$ cat src/rtl/rab_cfg_pkg.sv
// Shared types and constants for the RAB slice configuration writer.
package rab_cfg_pkg;

    typedef enum logic [1:0] {
        ST_IDLE = 2'd0,
        ST_SEND = 2'd1,
        ST_RESP = 2'd2,
        ST_DONE = 2'd3
    } state_e;

    localparam logic [1:0] WORD_START  = 2'd0;
    localparam logic [1:0] WORD_END    = 2'd1;
    localparam logic [1:0] WORD_OFFSET = 2'd2;
    localparam logic [1:0] WORD_FLAGS  = 2'd3;

    localparam logic [1:0] RESP_OKAY = 2'b00;

    // Sequence steps 0..4: disable, start, end, offset, flags.
    localparam logic [2:0] LAST_STEP = 3'd4;

    // Byte address of word k of slice s: base + (4*s + k)*4.
    function automatic logic [31:0] slice_word_addr(
        input logic [31:0] base,
        input logic [31:0] slice,
        input logic [1:0]  word
    );
        return base + {slice[27:0], word, 2'b00};
    endfunction

endpackage

$ cat src/rtl/rab_slice_cfg_writer.sv
// Programs one RAB translation slice through five AXI-Lite writes, disabling it first.
// Optional B-channel timeout: define RAB_CFG_WRITER_TIMEOUT_EN.
module rab_slice_cfg_writer
    import rab_cfg_pkg::*;
#(
    parameter int          NUM_SLICES     = 32,
    parameter logic [31:0] CFG_BASE_ADDR  = 32'h0000_0000,
    parameter int          TIMEOUT_CYCLES = 255
) (
    input  logic                                                   s_axi_aclk,
    input  logic                                                   s_axi_aresetn,
    input  logic                                                   req_valid_i,
    output logic                                                   req_ready_o,
    input  logic [((NUM_SLICES > 1) ? $clog2(NUM_SLICES) : 1)-1:0] req_slice_i,
    input  logic [31:0]                                            req_start_i,
    input  logic [31:0]                                            req_end_i,
    input  logic [31:0]                                            req_offset_i,
    input  logic [31:0]                                            req_flags_i,
    output logic [31:0]                                            m_axi_awaddr,
    output logic                                                   m_axi_awvalid,
    input  logic                                                   m_axi_awready,
    output logic [31:0]                                            m_axi_wdata,
    output logic [3:0]                                             m_axi_wstrb,
    output logic                                                   m_axi_wvalid,
    input  logic                                                   m_axi_wready,
    input  logic [1:0]                                             m_axi_bresp,
    input  logic                                                   m_axi_bvalid,
    output logic                                                   m_axi_bready,
    output logic                                                   done_o,
    output logic                                                   err_o
);

    localparam logic [31:0] NUM_SLICES_W = 32'(NUM_SLICES);

    state_e      r_state, w_state_nxt;
    logic [2:0]  r_step, w_step_nxt, w_step_inc;
    logic [31:0] r_slice, r_start, r_end, r_offset, r_flags;
    logic        r_ready, r_awvalid, r_wvalid, r_bready, r_done, r_err;
    logic [31:0] r_awaddr, r_wdata;
    logic        w_awvalid_nxt, w_wvalid_nxt, w_bready_nxt, w_done_nxt, w_err_nxt;
    logic [31:0] w_awaddr_nxt, w_wdata_nxt;
    logic [31:0] w_slice_ext, w_seq_addr, w_seq_data;
    logic [1:0]  w_seq_word;
    logic        w_accept, w_slice_bad, w_aw_done, w_w_done, w_b_hs;

`ifdef RAB_CFG_WRITER_TIMEOUT_EN
    localparam logic [31:0] TMO_LAST = 32'(TIMEOUT_CYCLES - 1);
    logic [31:0] r_tmo, w_tmo_nxt;
`else
    logic w_unused_tmo;
    assign w_unused_tmo = ^TIMEOUT_CYCLES;
`endif

    assign w_slice_ext = 32'(req_slice_i);
    assign w_slice_bad = (w_slice_ext >= NUM_SLICES_W);
    assign w_accept    = req_valid_i & r_ready;
    assign w_aw_done   = ~r_awvalid | m_axi_awready;
    assign w_w_done    = ~r_wvalid | m_axi_wready;
    assign w_b_hs      = r_bready & m_axi_bvalid;
    assign w_step_inc  = r_step + 3'd1;

    // Address and data of the write that follows the current step.
    always_comb begin
        w_seq_word = WORD_FLAGS;
        w_seq_data = r_flags;
        case (w_step_inc)
            3'd1:    begin w_seq_word = WORD_START;  w_seq_data = r_start;  end
            3'd2:    begin w_seq_word = WORD_END;    w_seq_data = r_end;    end
            3'd3:    begin w_seq_word = WORD_OFFSET; w_seq_data = r_offset; end
            3'd4:    begin w_seq_word = WORD_FLAGS;  w_seq_data = r_flags;  end
            default: begin w_seq_word = WORD_FLAGS;  w_seq_data = r_flags & ~32'h1; end
        endcase
        w_seq_addr = slice_word_addr(CFG_BASE_ADDR, r_slice, w_seq_word);
    end

    // Next-state and next-output logic of the write sequencer.
    always_comb begin
        w_state_nxt   = r_state;
        w_step_nxt    = r_step;
        w_awvalid_nxt = r_awvalid;
        w_wvalid_nxt  = r_wvalid;
        w_awaddr_nxt  = r_awaddr;
        w_wdata_nxt   = r_wdata;
        w_bready_nxt  = 1'b0;
        w_done_nxt    = 1'b0;
        w_err_nxt     = r_err;
`ifdef RAB_CFG_WRITER_TIMEOUT_EN
        w_tmo_nxt     = r_tmo;
`endif
        case (r_state)
            ST_IDLE: begin
                if (w_accept && w_slice_bad) begin
                    w_state_nxt = ST_DONE;
                    w_done_nxt  = 1'b1;
                    w_err_nxt   = 1'b1;
                end else if (w_accept) begin
                    w_state_nxt   = ST_SEND;
                    w_step_nxt    = 3'd0;
                    w_awvalid_nxt = 1'b1;
                    w_wvalid_nxt  = 1'b1;
                    w_awaddr_nxt  = slice_word_addr(CFG_BASE_ADDR, w_slice_ext, WORD_FLAGS);
                    w_wdata_nxt   = req_flags_i & ~32'h1;
                    w_err_nxt     = 1'b0;
                end else begin
                    w_state_nxt = ST_IDLE;
                end
            end
            ST_SEND: begin
                w_awvalid_nxt = r_awvalid & ~m_axi_awready;
                w_wvalid_nxt  = r_wvalid & ~m_axi_wready;
                if (w_aw_done && w_w_done) begin
                    w_state_nxt  = ST_RESP;
                    w_bready_nxt = 1'b1;
`ifdef RAB_CFG_WRITER_TIMEOUT_EN
                    w_tmo_nxt    = 32'd0;
`endif
                end else begin
                    w_state_nxt = ST_SEND;
                end
            end
            ST_RESP: begin
                if (w_b_hs && (m_axi_bresp != RESP_OKAY)) begin
                    w_state_nxt = ST_DONE;
                    w_done_nxt  = 1'b1;
                    w_err_nxt   = 1'b1;
                end else if (w_b_hs && (r_step == LAST_STEP)) begin
                    w_state_nxt = ST_DONE;
                    w_done_nxt  = 1'b1;
                    w_err_nxt   = 1'b0;
                end else if (w_b_hs) begin
                    w_state_nxt   = ST_SEND;
                    w_step_nxt    = w_step_inc;
                    w_awvalid_nxt = 1'b1;
                    w_wvalid_nxt  = 1'b1;
                    w_awaddr_nxt  = w_seq_addr;
                    w_wdata_nxt   = w_seq_data;
`ifdef RAB_CFG_WRITER_TIMEOUT_EN
                end else if (r_tmo == TMO_LAST) begin
                    w_state_nxt = ST_DONE;
                    w_done_nxt  = 1'b1;
                    w_err_nxt   = 1'b1;
                end else begin
                    w_bready_nxt = 1'b1;
                    w_tmo_nxt    = r_tmo + 32'd1;
                end
`else
                end else begin
                    w_bready_nxt = 1'b1;
                end
`endif
            end
            ST_DONE: begin
                w_state_nxt = ST_IDLE;
            end
            default: begin
                w_state_nxt   = ST_IDLE;
                w_awvalid_nxt = 1'b0;
                w_wvalid_nxt  = 1'b0;
            end
        endcase
    end

    // State and registered-output update.
    always_ff @(posedge s_axi_aclk) begin
        if (!s_axi_aresetn) begin
            r_state   <= ST_IDLE;
            r_step    <= 3'd0;
            r_ready   <= 1'b1;
            r_awvalid <= 1'b0;
            r_wvalid  <= 1'b0;
            r_awaddr  <= 32'd0;
            r_wdata   <= 32'd0;
            r_bready  <= 1'b0;
            r_done    <= 1'b0;
            r_err     <= 1'b0;
        end else begin
            r_state   <= w_state_nxt;
            r_step    <= w_step_nxt;
            r_ready   <= (w_state_nxt == ST_IDLE);
            r_awvalid <= w_awvalid_nxt;
            r_wvalid  <= w_wvalid_nxt;
            r_awaddr  <= w_awaddr_nxt;
            r_wdata   <= w_wdata_nxt;
            r_bready  <= w_bready_nxt;
            r_done    <= w_done_nxt;
            r_err     <= w_err_nxt;
        end
    end

    // Request fields are captured once at accept and replayed by the sequence.
    always_ff @(posedge s_axi_aclk) begin
        if (!s_axi_aresetn) begin
            r_slice  <= 32'd0;
            r_start  <= 32'd0;
            r_end    <= 32'd0;
            r_offset <= 32'd0;
            r_flags  <= 32'd0;
        end else if (w_accept) begin
            r_slice  <= w_slice_ext;
            r_start  <= req_start_i;
            r_end    <= req_end_i;
            r_offset <= req_offset_i;
            r_flags  <= req_flags_i;
        end
    end

`ifdef RAB_CFG_WRITER_TIMEOUT_EN
    // Counts RESP cycles spent waiting for the write response.
    always_ff @(posedge s_axi_aclk) begin
        if (!s_axi_aresetn) begin
            r_tmo <= 32'd0;
        end else begin
            r_tmo <= w_tmo_nxt;
        end
    end
`endif

    assign req_ready_o   = r_ready;
    assign m_axi_awaddr  = r_awaddr;
    assign m_axi_awvalid = r_awvalid;
    assign m_axi_wdata   = r_wdata;
    assign m_axi_wstrb   = 4'hF;
    assign m_axi_wvalid  = r_wvalid;
    assign m_axi_bready  = r_bready;
    assign done_o        = r_done;
    assign err_o         = r_err;

endmodule

$ cat config.mk
export PLATFORM = sky130hd
export DESIGN_NAME = rab_slice_cfg_writer
export DESIGN_NICKNAME = d
export VERILOG_FILES = /design/src/rtl/rab_cfg_pkg.sv /design/src/rtl/rab_slice_cfg_writer.sv
export SDC_FILE = /design/constraint.sdc
export NUM_CORES = 1
export LEC_CHECK = 0
export CORE_UTILIZATION = 43
export CTS_CLUSTER_SIZE = 8
export DETAILED_ROUTE_END_ITERATION = 12
export PLACE_DENSITY = 0.76
export REMOVE_ABC_BUFFERS = 1
export SLEW_MARGIN = 20
export SYNTH_ARGS = -nofsm -noshare
export SYNTH_HDL_FRONTEND = slang
export SYNTH_SLANG_ARGS = --single-unit
$ cat constraint.sdc
create_clock -name s_axi_aclk -period 2.1 [get_ports s_axi_aclk]
set_input_delay 0.42 -clock s_axi_aclk [delete_from_list [all_inputs] [get_ports s_axi_aclk]]
set_output_delay 0.42 -clock s_axi_aclk [all_outputs]
set_load 0.02 [all_outputs]
---- Yosys cells after proc, flatten, opt, wreduce, memory -nomap -nowiden ----
Index checks and enable logic that the tools add are counted.
cells by class
  $add $sub $neg .......................... 1
  order comparisons ....................... 1
  equality and inequality tests ........... 15
  multiplexer cells ....................... 48
  bitwise logic cells ..................... 10
  reductions and logical operators ........ 12
operators with widths
  cell                                                                count
  two-way mux 32 bit                                                  10
  one-hot mux 32 bit (2 select lines)                                 2
  one-hot mux 32 bit (4 select lines)                                 1
  two-way mux 1 bit                                                   17
  two-way mux 3 bit                                                   5
  AND reduction 6 bit                                                 2
  two-way mux 2 bit                                                   5
  != test 2 bit (second input constant)                               5
  one-hot mux 2 bit (4 select lines)                                  1
  == test 3 x 2 -> 1 bit (second input constant)                      2
  == test 3 bit (second input constant)                               2
  greater-or-equal comparator 5 x 6 -> 1 bit (second input constant)  1
  != test 3 bit (second input constant)                               2
  one-hot mux 1 bit (2 select lines)                                  3
  one-hot mux 1 bit (3 select lines)                                  2
  one-hot mux 2 bit (3 select lines)                                  1
  one-hot mux 3 bit (2 select lines)                                  1
  bitwise AND 1 bit                                                   4
  == test 2 bit (second input constant)                               2
  logical AND 1 bit                                                   4
  logical NOT 2 bit                                                   2
  inverter 1 bit                                                      4
  nonzero test 2 bit                                                  2
  adder 3 x 1 -> 3 bit (second input constant)                        1
  other kinds (5)                                                     6
word-level totals
  register bits after elaboration ......... 208
  input port bits ......................... 141
  output and inout port bits .............. 74
  word-level logic and storage cells ...... 102

---- Longest topological paths before layout ----
  word-level depth ........................ 7
  mapped depth ............................ 9
  gate-level depth less buffers ........... 6

---- Worst setup path before layout ----
OpenSTA, ideal clock, no wires.
  path kind ............................... register -> register
  from .................................... register r_step[0]
  to ...................................... register r_step[1]
  setup time .............................. 0.128 ns
  data arrival time ....................... 2.062 ns
  data required time ...................... 1.972 ns
  path slack .............................. -0.090 ns
  cell stages (with the launch flop) ...... 9
  path buffers ............................ 2
  period minus slack after synthesis ...... 2.190 ns
  cells stage by stage .................... dfxtp_1 > inv_1 > ha_1 > clkbuf_1 > a211o_1 > a2111oi_4 > buf_4 > a2bb2oi_1 > nor2_1
between the ends
  word-level cells in the longest chain between the ends .. 5
  elaborated cells on any way between the ends .. 9
  those cells by class .................... add/sub (1); eq/ne (2); mux (4); reduce/logical (2)
ends and longest elaborated chain
  element                             line                         text
  start, declared                     rab_slice_cfg_writer.sv:36   logic [2:0] r_step, w_step_nxt, w_step_inc;
  start signal, assigned              rab_slice_cfg_writer.sv:178  r_step <= w_step_nxt;
  adder 3 x 1 -> 3 bit                rab_slice_cfg_writer.sv:60   assign w_step_inc = r_step + 3'd1;
  two-way mux 3 bit                   rab_slice_cfg_writer.sv:130  end else if (w_b_hs) begin
  two-way mux 3 bit                   rab_slice_cfg_writer.sv:126  end else if (w_b_hs && (r_step == LAST_STEP)) begin
  two-way mux 3 bit                   rab_slice_cfg_writer.sv:122  if (w_b_hs && (m_axi_bresp != RESP_OKAY)) begin
  one-hot mux 3 bit (2 select lines)  rab_slice_cfg_writer.sv:90   case (r_state)
Several ways; a longest one is shown, not always the timed one. The select of a mux whose other input is x is not followed.
A chain may end at the register's enable or synchronous reset.

---- Worst setup path after layout ----
  from .................................... register r_step[1]
  to ...................................... register r_wdata[11] (netlist: m_axi_wdata[11])
between the ends
  word-level cells in the longest chain between the ends .. 7
  elaborated cells on any way between the ends .. 14
  those cells by class .................... add/sub (1); eq/ne (6); mux (5); reduce/logical (2)
ends and longest elaborated chain
  element                                      line                         text
  adder 3 x 1 -> 3 bit                         rab_slice_cfg_writer.sv:60
  == test 3 bit, or another cell as far along  rab_slice_cfg_writer.sv:66   case (w_step_inc)
  one-hot mux 32 bit (4 select lines)          rab_slice_cfg_writer.sv:66
  two-way mux 32 bit                           rab_slice_cfg_writer.sv:130
  two-way mux 32 bit                           rab_slice_cfg_writer.sv:126
  two-way mux 32 bit                           rab_slice_cfg_writer.sv:122
  one-hot mux 32 bit (2 select lines)          rab_slice_cfg_writer.sv:90
  end signal, assigned                         rab_slice_cfg_writer.sv:183  r_wdata <= w_wdata_nxt;
  end, declared                                rab_slice_cfg_writer.sv:39   logic [31:0] r_awaddr, r_wdata;
Several ways; a longest one is shown, not always the timed one. The select of a mux whose other input is x is not followed.

==> Flow_metrics.wiki <==
{| class="wikitable"
! Metric !! Value
|-
| Leakage Power || approximately 4 nW
|-
| Standard-cell row count || 48
|-
| Setup repair after global routing missed its margin || false
|-
| Yosys warns || 0
|-
| Post-route minimum period || 1992 ps
|-
| Data required time at the worst endpoint || 2420 ps
|-
| Residual antenna-violating net count after detailed routing || 0
|-
| Arrival time of the worst setup path || around 2300 ps
|-
| Total negative slack || 0 ps
|-
| Register clock-pin slew on the reported worst setup and hold paths || around 60 ps
|-
| Logic depth of the worst setup path including buffers || 7
|-
| Hold wc startpoint || r_end[22]$_SDFFE_PN0P_
|-
| Number of vias after detailed routing || 7327
|-
| Slew Limit Fails || 0
|-
| R2R cell count || 7
|-
| Largest net degree at the start of global routing || 62
|-
| Post-Synthesis Cells || about 950
|-
| Number of library cell types mapped by synthesis || 40
|-
| H-tree levels || 4
|-
| Number of flops mapped to enable cells by yosys || 0
|-
| #FFs+latches synth || 183
|-
| Timing-limited maximum frequency || 502.0 MHz
|-
| Hold Path Stages || 2
|-
| Via count of the first global-routing pass || 6728
|-
| Share of flip-flops with an asynchronous set or reset || 0
|-
| DRT Pass-1 Iters || 5
|-
| Power density of the placed cells || around 900 nW/µm²
|-
| Clock tree root driver cell || clkbuf_16
|-
| Number of failing hold endpoints at the final stage || 0
|-
| Area added between synthesis and finish || 37.35%
|-
| Clock Sinks || 183
|-
| Clock latency reported for the late side of the worst-skew pair || 430 ps
|-
| Antenna violations before repair || 0
|-
| Via-per-instance ratio || 5.435
|-
| Clock tree from TritonCTS || built
|-
| Average size of a mapped cell || ~8 µm²
|-
| Slowest Stage Delay on Critical Path || around 380 ps
|-
| Max FO, Critical Path || 14
|-
| Clk_skew || about 6.7 ps
|-
| Nature of the critical path endpoint || register
|-
| Post-synthesis sequential area ratio || 0.4815
|-
| CP Buf/Inv Count || 3
|-
| Routed wirelength normalized by instance count || approximately 16 µm
|-
| Total routing usage reported by global routing || 0.2344
|-
| Worst min-delay path class || register to register
|-
| Number of top-level pins || around 220
|-
| Number of remaining DRC errors || 0
|-
| Global placer's final weighted congestion || 0.8808
|-
| Cell area after placement || 9751 µm²
|-
| Worst Setup SP || r_step[1]$_SDFFE_PN0P_
|-
| Worst slew margin relative to its limit || 0.5474
|-
| Synthesized cell area || between 7000 and 8000 µm²
|-
| Final Net Count || 1260
|-
| Pin slew with the least headroom to its limit || approximately 680 ps
|-
| Most frequently used flop master after synthesis || dfxtp_1
|-
| Area of the placeable core || 17300 µm²
|-
| Post-Route Utilization || 0.6042
|-
| # port buffers || 185
|-
| Overall routed net length || 21780 µm
|-
| Cell class contributing the biggest share of worst-path delay || compound AO/OA/AOI/OAI gates
|-
| Number of buffers inserted for hold repair after clock tree synthesis || 0
|-
| Ordered list of cells on the worst path || inv_1, ha_2, a211o_1, buf_4, o311a_1, buf_12, a32o_1
|-
| Setup CP Type || register to register
|-
| Origin of the critical flop-to-flop path || r_step[1]$_SDFFE_PN0P_
|-
| Max-cap violations || 0
|-
| Ratio of cells with drive above 1 in the final layout || 0.07569
|-
| IR Drop Worst-Case VDD || 633.0 µV
|-
| GRT Residual Overflow || 0
|-
| Outcome || complete, no violations
|-
| TritonCTS Buffers || 17
|-
| Final clock period utilization by the worst path || 0.9486
|-
| Design area || ~10000 µm²
|-
| Estimated wirelength of the detail-placed design || 13960 µm
|-
| Chip Width || 135.0 µm
|-
| Setup-violating endpoint count in the final report || 0
|-
| Final Total Pwr || 9.362 mW
|-
| Number of design-rule violations left by the first detailed-router iteration || 550
|-
| CP max stage cell || o311a_1
|-
| Height of the die || roughly 140 µm
|-
| CP Launch Type || register
|-
| Die area || 18230 µm²
|-
| Global-route wire length before repair || about 33000 µm
|-
| Number of buffers on the longest clock path || 2
|-
| Initial cell density of the core || 0.4399
|-
| Antenna diodes || 0
|-
| Final-layout worst hold slack || 455.0 ps
|}
flip-flops by register name, indices dropped and copies added (netlist names):
signal         flops
done_o             1
req_ready_o        1
r_offset          32
m_axi_awaddr       7
r_flags           32
m_axi_bready       1
r_state            2
r_slice            5
r_start           32
m_axi_wvalid       1
r_end             32
r_step             3
err_o              1
m_axi_wdata       32
m_axi_awvalid      1
cells in the final DEF, fill, tap and decap left out, types with 2 or more instances in the layout:
cell / instances
mux2i_1: 5
a21o_1: 15
clkinv_2: 4
clkbuf_16: 18
dfxtp_1: 183
ha_2: 3
nand2_1: 273
ha_1: 4
nor3_1: 3
buf_4: 27
clkbuf_8: 5
inv_1: 6
a21oi_1: 168
a211oi_2: 2
a211oi_1: 8
nor2_1: 36
bufinv_16: 3
nor2b_1: 4
buf_12: 12
a32o_1: 13
o21ai_0: 38
a221oi_1: 18
a311oi_1: 2
a21boi_1: 2
clkdlybuf4s50_1: 185
a222oi_1: 32
conb_1: 29
metrics by stage:
step                instances  worst slack (ps)
floorplan                 867             -1095
global placement         1314            -114.2
detailed placement       1314            -188.3
CTS                      1345             33.98
global route             1348             11.96
finish                   1348             107.9
per-layer routing:
metal  track usage  vias up  wire length [µm]
met1        0.3002     3445              9239
met2        0.3863      288             10570
met5             0        -                 0
met4       0.08365        0               344
met3       0.05293       32              1625
li1              -     3562                 -
cells by family (layout without fill, tap and decap cells):
logic type               Yosys count  in the layout  synth area share
flip-flops                       183            183            0.4815
AO/OA/AOI/OAI                    308            308            0.2579
adder cells (fa/ha/maj)            8              8           0.01316
buffers and inverters            116            263           0.07285
multiplexers                       5              5          0.006578
XOR/XNOR                           1              1          0.001151
other                              2             29         0.0009870
AND/OR/NAND/NOR                  326            326            0.1659
cells in the mapped netlist (all sizes together) (2+ instances only):
| master | count | share of area |
|---|---|---|
| conb | 2 | 0.00099 |
| and2 | 2 | 0.0016 |
| nor3 | 4 | 0.0026 |
| a21o | 15 | 0.015 |
| nor2 | 36 | 0.018 |
| a211oi | 10 | 0.0099 |
| a21boi | 3 | 0.0030 |
| clkbuf | 65 | 0.032 |
| buf | 44 | 0.037 |
| a32o | 13 | 0.017 |
| inv | 7 | 0.0035 |
| a311oi | 2 | 0.0023 |
| dfxtp | 183 | 0.48 |
| ha | 8 | 0.013 |
| a21oi | 168 | 0.11 |
| nor2b | 5 | 0.0041 |
| a222oi | 32 | 0.042 |
| mux2i | 5 | 0.0066 |
| nand2 | 274 | 0.14 |
| a221oi | 18 | 0.021 |
| o21ai | 38 | 0.025 |
path summary, 6_finish.rpt:
kind	endpoint	slack [ps]
worst max-delay path	m_axi_wdata[11]$_SDFFE_PN0P_	110
worst max register to register	m_axi_wdata[11]$_SDFFE_PN0P_	110
worst min-delay path	r_end[22]$_SDFFE_PN0P_	460
worst min register to register	r_end[22]$_SDFFE_PN0P_	460
power by group:
part / total, mW / internal (mW) / leakage, nW / switching, mW
Clock: 3.32 / 2.02 / 0.309 / 1.30
Sequential: 4.03 / 3.82 / 1.51 / 0.206
Combinational: 2.01 / 0.963 / 2.17 / 1.05
worst min-delay path: cells and delay by family (launching register included):
| kind | cells | cell delay, ps |
|---|---|---|
| AOI/OAI and AO/OA | 1 | 50 |
| DFF | 1 | 310 |
| and+or+nand+nor | 1 | 50 |
final cells by class:
cell class                      instances  area, µm²
Clock inverter                          8      118.9
Clock buffer                           23      498.0
Tap cell                              225      281.5
Multi-Input combinational cell        677       3540
Timing Repair Buffer                  225       2320
Fill cell                            1523       6847
Inverter                                7      28.78
Sequential cell                       183       3664
repair_timing:
item | in CTS | in global routing
endpoints found under the setup margin | 13 | 29
pin swaps | 0 | 2
cloned | 0 | 1
resized for setup | 1 | 6
setup buffers | 0 | 2
hold endpoints to repair | 0 | 0
Note: power is estimated with default switching activity, not from simulation.
